==> config.mk <==
export PLATFORM = sky130hd
export DESIGN_NAME = beat_clock_gen
export DESIGN_NICKNAME = d
export VERILOG_FILES = /design/src/rtl/beat_clock_gen.sv
export SDC_FILE = /design/constraint.sdc
export NUM_CORES = 1
export LEC_CHECK = 0
export BUFFER_PORTS_ARGS = -buffer_cell sky130_fd_sc_hd__buf_4
export CORE_ASPECT_RATIO = 0.7
export CORE_MARGIN = 3
export CORE_UTILIZATION = 46
export DETAILED_ROUTE_END_ITERATION = 12
export GPL_ROUTABILITY_DRIVEN = 0
export HOLD_SLACK_MARGIN = 0.15
export PLACE_DENSITY_LB_ADDON = 0.25
export SKIP_CTS_REPAIR_TIMING = 1
export SLEW_MARGIN = 30
export SYNTH_ARGS = -nofsm -noshare
export SYNTH_HDL_FRONTEND = slang
export SYNTH_SLANG_ARGS = --single-unit
==> constraint.sdc <==
create_clock -name clk_camera_in -period 4.76 [get_ports clk_camera_in]
set_clock_uncertainty 0.05 [all_clocks]
set_input_delay 0.952 -clock clk_camera_in [delete_from_list [all_inputs] [get_ports clk_camera_in]]
set_output_delay 0.952 -clock clk_camera_in [all_outputs]
set_load 0.005 [all_outputs]
==> src/rtl/beat_clock_gen.sv <==
`default_nettype none
// ============================================================================
// beat_clock_gen : phase-coherent metronome (tick / beat / measure) whose tick
//                  period comes from an on-chip restoring divider
// Rev 1.0
// ============================================================================
module beat_clock_gen #(
   parameter int unsigned CLK_HZ            = 200_000_000,
   parameter int unsigned SUBDIV            = 4,
   parameter int unsigned BEATS_PER_MEASURE = 4
) (
   input  logic        clk_camera_in,
   input  logic        rst_in,
   input  logic        enable_in,
   input  logic [7:0]  bpm_in,
   input  logic        sync_in,
   output logic        tick_out,
   output logic        beat_out,
   output logic        measure_out,
   output logic [3:0]  sub_idx_out,
   output logic [3:0]  beat_idx_out,
   output logic [31:0] period_out,
   output logic        running_out
);

   localparam logic [63:0]          c_DIVIDEND  = 64'(CLK_HZ) * 64'd60;
   localparam int                   c_DVD_W     = $clog2(c_DIVIDEND + 64'd1);
   localparam int                   c_CNT_W     = $clog2(c_DVD_W + 1);
   localparam logic [c_CNT_W-1:0]   c_CNT_LAST  = c_CNT_W'(c_DVD_W - 1);
   localparam logic [c_DVD_W-1:0]   c_DVD_INIT  = c_DIVIDEND[c_DVD_W-1:0];
   localparam logic [3:0]           c_SUB_LAST  = 4'(SUBDIV - 1);
   localparam logic [3:0]           c_BEAT_LAST = 4'(BEATS_PER_MEASURE - 1);
   localparam logic [11:0]          c_SUBDIV    = 12'(SUBDIV);

   typedef enum logic [1:0] {
      S_IDLE   = 2'd0,
      S_DIVIDE = 2'd1,
      S_RUN    = 2'd2
   } state_t;

   state_t               r_state,    w_state_nxt;
   logic [7:0]           r_bpm_lat,  w_bpm_lat_nxt;
   logic                 r_div_busy, w_busy_nxt;
   logic [c_CNT_W-1:0]   r_div_cnt,  w_cnt_nxt;
   logic [c_DVD_W-1:0]   r_dvd,      w_dvd_nxt;
   logic [11:0]          r_rem,      w_rem_nxt;
   logic [11:0]          r_divisor,  w_divisor_nxt;
   logic                 r_stale,    w_stale_nxt;
   logic                 r_restart,  w_restart_nxt;
   logic                 r_pend_vld, w_pend_vld_nxt;
   logic [31:0]          r_pend,     w_pend_nxt;
   logic [31:0]          r_period,   w_period_nxt;
   logic [31:0]          r_phase,    w_phase_nxt;
   logic [3:0]           r_sub,      w_sub_nxt;
   logic [3:0]           r_beat,     w_beat_nxt;

   logic                 w_start;
   logic                 w_clear;
   logic                 w_boundary;
   logic                 w_stop;
   logic [12:0]          w_rem_sh;
   logic                 w_qbit;
   logic [11:0]          w_rem_step;
   logic [c_DVD_W-1:0]   w_quo;
   logic [31:0]          w_quo32;
   logic [31:0]          w_div_result;
   logic                 w_div_done;

   // Dividend bits shift out of the top of r_dvd while quotient bits shift in
   // at the bottom, so after c_DVD_W steps r_dvd holds the quotient.
   assign w_rem_sh   = {r_rem, r_dvd[c_DVD_W-1]};
   assign w_qbit     = (w_rem_sh >= {1'b0, r_divisor});
   assign w_rem_step = w_qbit ? 12'(w_rem_sh - {1'b0, r_divisor}) : w_rem_sh[11:0];
   assign w_quo      = {r_dvd[c_DVD_W-2:0], w_qbit};
   assign w_div_done = r_div_busy && (r_div_cnt == c_CNT_LAST);

   generate
      if (c_DVD_W > 32) begin : g_sat
         assign w_quo32 = (|w_quo[c_DVD_W-1:32]) ? 32'hFFFF_FFFF : w_quo[31:0];
      end else begin : g_ext
         assign w_quo32 = 32'(w_quo);
      end
   endgenerate

   assign w_div_result = (w_quo32 == 32'd0) ? 32'd1 : w_quo32;
   assign w_stop       = !enable_in || (bpm_in == 8'd0);

   always_ff @(posedge clk_camera_in or negedge rst_in) begin
      if (!rst_in) begin
         r_state    <= S_IDLE;
         r_bpm_lat  <= '0;
         r_div_busy <= 1'b0;
         r_div_cnt  <= '0;
         r_dvd      <= '0;
         r_rem      <= '0;
         r_divisor  <= '0;
         r_stale    <= 1'b0;
         r_restart  <= 1'b0;
         r_pend_vld <= 1'b0;
         r_pend     <= '0;
         r_period   <= '0;
         r_phase    <= '0;
         r_sub      <= '0;
         r_beat     <= '0;
      end else begin
         r_state    <= w_state_nxt;
         r_bpm_lat  <= w_bpm_lat_nxt;
         r_div_busy <= w_busy_nxt;
         r_div_cnt  <= w_cnt_nxt;
         r_dvd      <= w_dvd_nxt;
         r_rem      <= w_rem_nxt;
         r_divisor  <= w_divisor_nxt;
         r_stale    <= w_stale_nxt;
         r_restart  <= w_restart_nxt;
         r_pend_vld <= w_pend_vld_nxt;
         r_pend     <= w_pend_nxt;
         r_period   <= w_period_nxt;
         r_phase    <= w_phase_nxt;
         r_sub      <= w_sub_nxt;
         r_beat     <= w_beat_nxt;
      end
   end

   always_comb begin
      w_state_nxt    = r_state;
      w_bpm_lat_nxt  = r_bpm_lat;
      w_busy_nxt     = r_div_busy;
      w_cnt_nxt      = r_div_cnt;
      w_dvd_nxt      = r_dvd;
      w_rem_nxt      = r_rem;
      w_divisor_nxt  = r_divisor;
      w_stale_nxt    = r_stale;
      w_restart_nxt  = r_restart;
      w_pend_vld_nxt = r_pend_vld;
      w_pend_nxt     = r_pend;
      w_period_nxt   = r_period;
      w_phase_nxt    = r_phase;
      w_sub_nxt      = r_sub;
      w_beat_nxt     = r_beat;
      w_start        = 1'b0;
      w_clear        = 1'b0;
      w_boundary     = 1'b0;

      if (r_div_busy) begin
         w_rem_nxt = w_rem_step;
         w_dvd_nxt = w_quo;
         w_cnt_nxt = r_div_cnt + 1'b1;
         if (w_div_done) begin
            w_busy_nxt = 1'b0;
         end
      end

      case (r_state)
         S_IDLE: begin
            if (enable_in && (bpm_in != 8'd0)) begin
               w_state_nxt = S_DIVIDE;
               w_start     = 1'b1;
            end
         end
         S_DIVIDE: begin
            if (w_stop) begin
               w_clear = 1'b1;
            end else if (w_div_done) begin
               w_state_nxt  = S_RUN;
               w_period_nxt = w_div_result;
            end
         end
         S_RUN: begin
            if (w_stop) begin
               w_clear = 1'b1;
            end else begin
               if (sync_in) begin
                  w_phase_nxt = '0;
                  w_sub_nxt   = '0;
                  w_beat_nxt  = '0;
                  w_boundary  = 1'b1;
               end else if (r_phase == r_period - 32'd1) begin
                  w_phase_nxt = '0;
                  if (r_sub == c_SUB_LAST) begin
                     w_sub_nxt  = '0;
                     w_boundary = 1'b1;
                     w_beat_nxt = (r_beat == c_BEAT_LAST) ? 4'd0 : r_beat + 4'd1;
                  end else begin
                     w_sub_nxt = r_sub + 4'd1;
                  end
               end else begin
                  w_phase_nxt = r_phase + 32'd1;
               end

               // Apply before capturing a fresh result so a divide finishing on
               // the boundary edge waits for the following beat.
               if (w_boundary && r_pend_vld) begin
                  w_period_nxt   = r_pend;
                  w_pend_vld_nxt = 1'b0;
               end

               if (w_div_done) begin
                  if (r_stale || (bpm_in != r_bpm_lat)) begin
                     w_restart_nxt = 1'b1;
                  end else begin
                     w_pend_nxt     = w_div_result;
                     w_pend_vld_nxt = 1'b1;
                  end
                  w_stale_nxt = 1'b0;
               end else if (r_div_busy) begin
                  if (bpm_in != r_bpm_lat) begin
                     w_stale_nxt = 1'b1;
                  end
               end else if (r_restart || (bpm_in != r_bpm_lat)) begin
                  w_start       = 1'b1;
                  w_restart_nxt = 1'b0;
               end
            end
         end
         default: begin
            w_clear = 1'b1;
         end
      endcase

      if (w_start) begin
         w_bpm_lat_nxt = bpm_in;
         w_divisor_nxt = 12'(bpm_in) * c_SUBDIV;
         w_busy_nxt    = 1'b1;
         w_cnt_nxt     = '0;
         w_rem_nxt     = '0;
         w_dvd_nxt     = c_DVD_INIT;
      end

      if (w_clear) begin
         w_state_nxt    = S_IDLE;
         w_bpm_lat_nxt  = '0;
         w_busy_nxt     = 1'b0;
         w_cnt_nxt      = '0;
         w_dvd_nxt      = '0;
         w_rem_nxt      = '0;
         w_divisor_nxt  = '0;
         w_stale_nxt    = 1'b0;
         w_restart_nxt  = 1'b0;
         w_pend_vld_nxt = 1'b0;
         w_pend_nxt     = '0;
         w_period_nxt   = '0;
         w_phase_nxt    = '0;
         w_sub_nxt      = '0;
         w_beat_nxt     = '0;
      end
   end

   assign running_out  = (r_state == S_RUN);
   assign tick_out     = running_out && (r_phase == 32'd0);
   assign beat_out     = tick_out && (r_sub == 4'd0);
   assign measure_out  = beat_out && (r_beat == 4'd0);
   assign sub_idx_out  = r_sub;
   assign beat_idx_out = r_beat;
   assign period_out   = r_period;

endmodule
`default_nettype wire

==> impl_results.md <==
- Post-synth ARST share: 100%
- Cells after Synth: 1078
- ANT cells: 0
- Routed Antenna Nets: 0
- Number of global-route vias before repair: 7700
- Critical path fanouts, max: 17
- Required time worst endpoint: 5020 ps
- Outcome: finished, final reports clean
- Layout Nets: 1139
- Max-cap violations: 0
- Routed vias/inst: 5.83
- Share of the synthesized area in the top cell type: 42.5%
- Hold_ws: 427 ps
- Fin Setup TNS: 0 ps
- Vias: 8124
- H-Tree Depth: 4
- Syn_nets: 1111
- Post-synth top flop: dfrtp_1
- WL per Instance: 18.4 um
- Drt total wl: 25600 um
- Finish-stage setup viols: 0
- Post-DP HPWL: 17700 um
- Setup crit end kind: flip-flop
- Commonest cells in the netlist: 170 x dfrtp_1, 124 x nor2_1, 110 x o21ai_0
- Peak supply drop: 0.000387 V
- #FFs+latches synth: 170
- Unique masters post-synth: 68
- CTS max path bufs: 2
- Initial antenna violation count: 0
- Worst setup path class: flip-flop to flip-flop
- Met3 usage: 5.81%
- Count leader, synth: dfrtp_1
- Tightest Pin Transition: 933 ps
- Tmin final: 4280 ps
- Share of layout cells above drive strength 1: 13.5%
- TritonCTS Buffers: 17
- Post-synth top area cell: dfrtp_1
- Fill count: 1927
- First-pass GRT wire length: 42000 um
- Die Y: 129 um
- Register area share after synthesis: 42.5%
- Critical Path AT: 4540 ps
- Clk root buf: clkbuf_16
- # clock sinks: 170
- Mapped Area: 10000 sq um
- P per Cell Area: 714 nW/um^2
- GRT Overall Usage: 22.3%
- Largest net degree at the start of global routing: 104
- Worst skew pair latency: 430 ps
- P&R area growth vs syn: 12.5%
- Number of synthesized flops with an enable pin: 0
- Worst hold path type: flip-flop to flip-flop
- Die area: 23600 sq um
- Syn. warnings: 0
- Met1 usage: 34.9%
- Max-slew headroom: 37.8%
- CTS tree: done
- Final Hold Viols: 0
- Achievable Freq: 0.234 GHz
- First DRT Iteration DRCs: 673
- Pins Over Slew Limit: 0
- Final Cycle Share: 89.9%
- Io pins: 56
- Syn_area_per_cell: 9.28 sq um
- Global route overflow: 0
- Area contributors post-synth: dfrtp_1 43%, o21ai_0 5.5%, mux2i_1 4.8%
- Core ar.: 21000 sq um
- Standard-cell rows: 44
- Clk slew on worst S/H paths: 60 ps
- Critical Path Source Type: flip-flop
- GRT Max-Usage Layer: met1
- Unrepaired setup endpoints after global routing: false
- Static leakage: 4.98 nW
- Die X: 182 um
- Initial DRT Pass Iterations: 5
- Met2 usage: 31.0%
- Port bufs: 55
- Initial Util: 47.6%
- # DRC: 0
[where the power goes]
part           total (W)  internal [W]  switching (W)
sequential       0.00212       0.00175       0.000366
clock            0.00137      0.000783       0.000588
combinational    0.00455       0.00178        0.00277
total            0.00804       0.00432        0.00373
[layout by cell type (no fill, tap or decap), types with 3 or more instances in the layout]
cell type,synthesis,layout
nor3b_1,5,5
a31oi_1,3,3
buf_4,5,74
or2_2,5,5
nor4_1,30,30
nor3_1,21,21
mux2i_1,48,48
a211oi_1,16,16
o2bb2ai_2,20,20
nand3_1,19,19
nand4_1,22,22
nand3b_1,5,5
o22ai_1,3,3
xnor2_1,40,40
nor2_1,124,123
o211ai_1,8,8
clkbuf_16,0,17
xor2_1,50,50
nor2b_1,4,4
ha_1,20,20
dfrtp_1,170,169
and4_1,4,4
and2_1,5,5
or4_1,9,9
o21ai_0,110,110
a21o_1,4,4
nand4b_1,3,3
nor4b_1,4,4
clkinvlp_4,0,4
and3_1,5,5
a21oi_1,38,37
o2bb2ai_1,14,14
or3_1,38,38
nand2b_1,11,11
nand2_1,80,79
inv_1,30,30
[per-stage QoR]
| step | instance area (sq um) | std cells | util [%] | total power (W) | setup slack (ps) |
|---|---|---|---|---|---|
| 2_1_floorplan | 10000 | 1078 | - | 0.00540 | 1070 |
| 3_3_place_gp | 10600 | 1361 | 50.6 | 0.00648 | 596 |
| 3_5_place_dp | 10700 | 1362 | 50.7 | 0.00655 | 506 |
| 4_1_cts | 11200 | 1392 | 53.4 | 0.00798 | 491 |
| 5_1_grt | 11300 | 1393 | 53.5 | 0.00860 | 385 |
| 6_report | 11300 | 1393 | 53.5 | 0.00804 | 480 |
[flip-flops by register name (all words and copies together) (netlist names)]
register and flops:
r_restart 1, r_phase 32, r_state 2, r_pend_vld 1, r_rem 12, r_dvd 34, r_div_busy 1, r_divisor 8
r_stale 1, sub_idx_out 4, period_out 32, beat_idx_out 4, r_pend 32, r_div_cnt 6
[metal layers]
metal,vias up,part of all wire [%]
li1,3908,-
met1,3964,51
met2,240,41
met3,12,7.3
met4,0,0.80
met5,-,0
[final cells by class]
type / count / area [sq um] / area share, %
Timing Repair Buffer: 79 / 653 / 5.80
Multi-Input combinational cell: 808 / 5320 / 47.3
Clock inverter: 10 / 121 / 1.08
Inverter: 30 / 113 / 1.00
Tap cell: 276 / 345 / 3.07
Clock buffer: 20 / 447 / 3.97
Sequential cell: 170 / 4260 / 37.8
[worst max-delay path: stages, from the launching register on]
cell       delay [ps]
dfrtp_1           520
or4_4             630
or4_1             780
nor3_1            340
mux2_2            370
and3_4            210
or3_1             410
o211ai_2          200
o211ai_4          240
buf_8             260
o2bb2ai_2         130
[kinds of logic (layout without fill, tap and decap cells)]
family	after synthesis	after routing	synth area share [%]
and+or+nand+nor	405	405	20.8
AOI/OAI and AO/OA	243	243	16.7
DFF	170	170	42.5
buffers and inverters	100	139	4.44
xor gates and xnor gates	90	90	7.88
muxes	49	49	4.92
adders and majority gates	21	21	2.70
[final timing paths]
check                              start              to  slack, ps  cells past startpoint
max                        period_out[4]  period_out[10]        480                     10
min                           r_pend[22]      r_pend[22]        430                      2
max reg2reg                period_out[4]  period_out[10]        480                     10
min reg2reg                   r_pend[22]      r_pend[22]        430                      2
max in group asynchronous         rst_in   period_out[0]       3300                      2
min in group asynchronous         rst_in      r_phase[8]        530                      1
(Power assumes the default switching activity.)
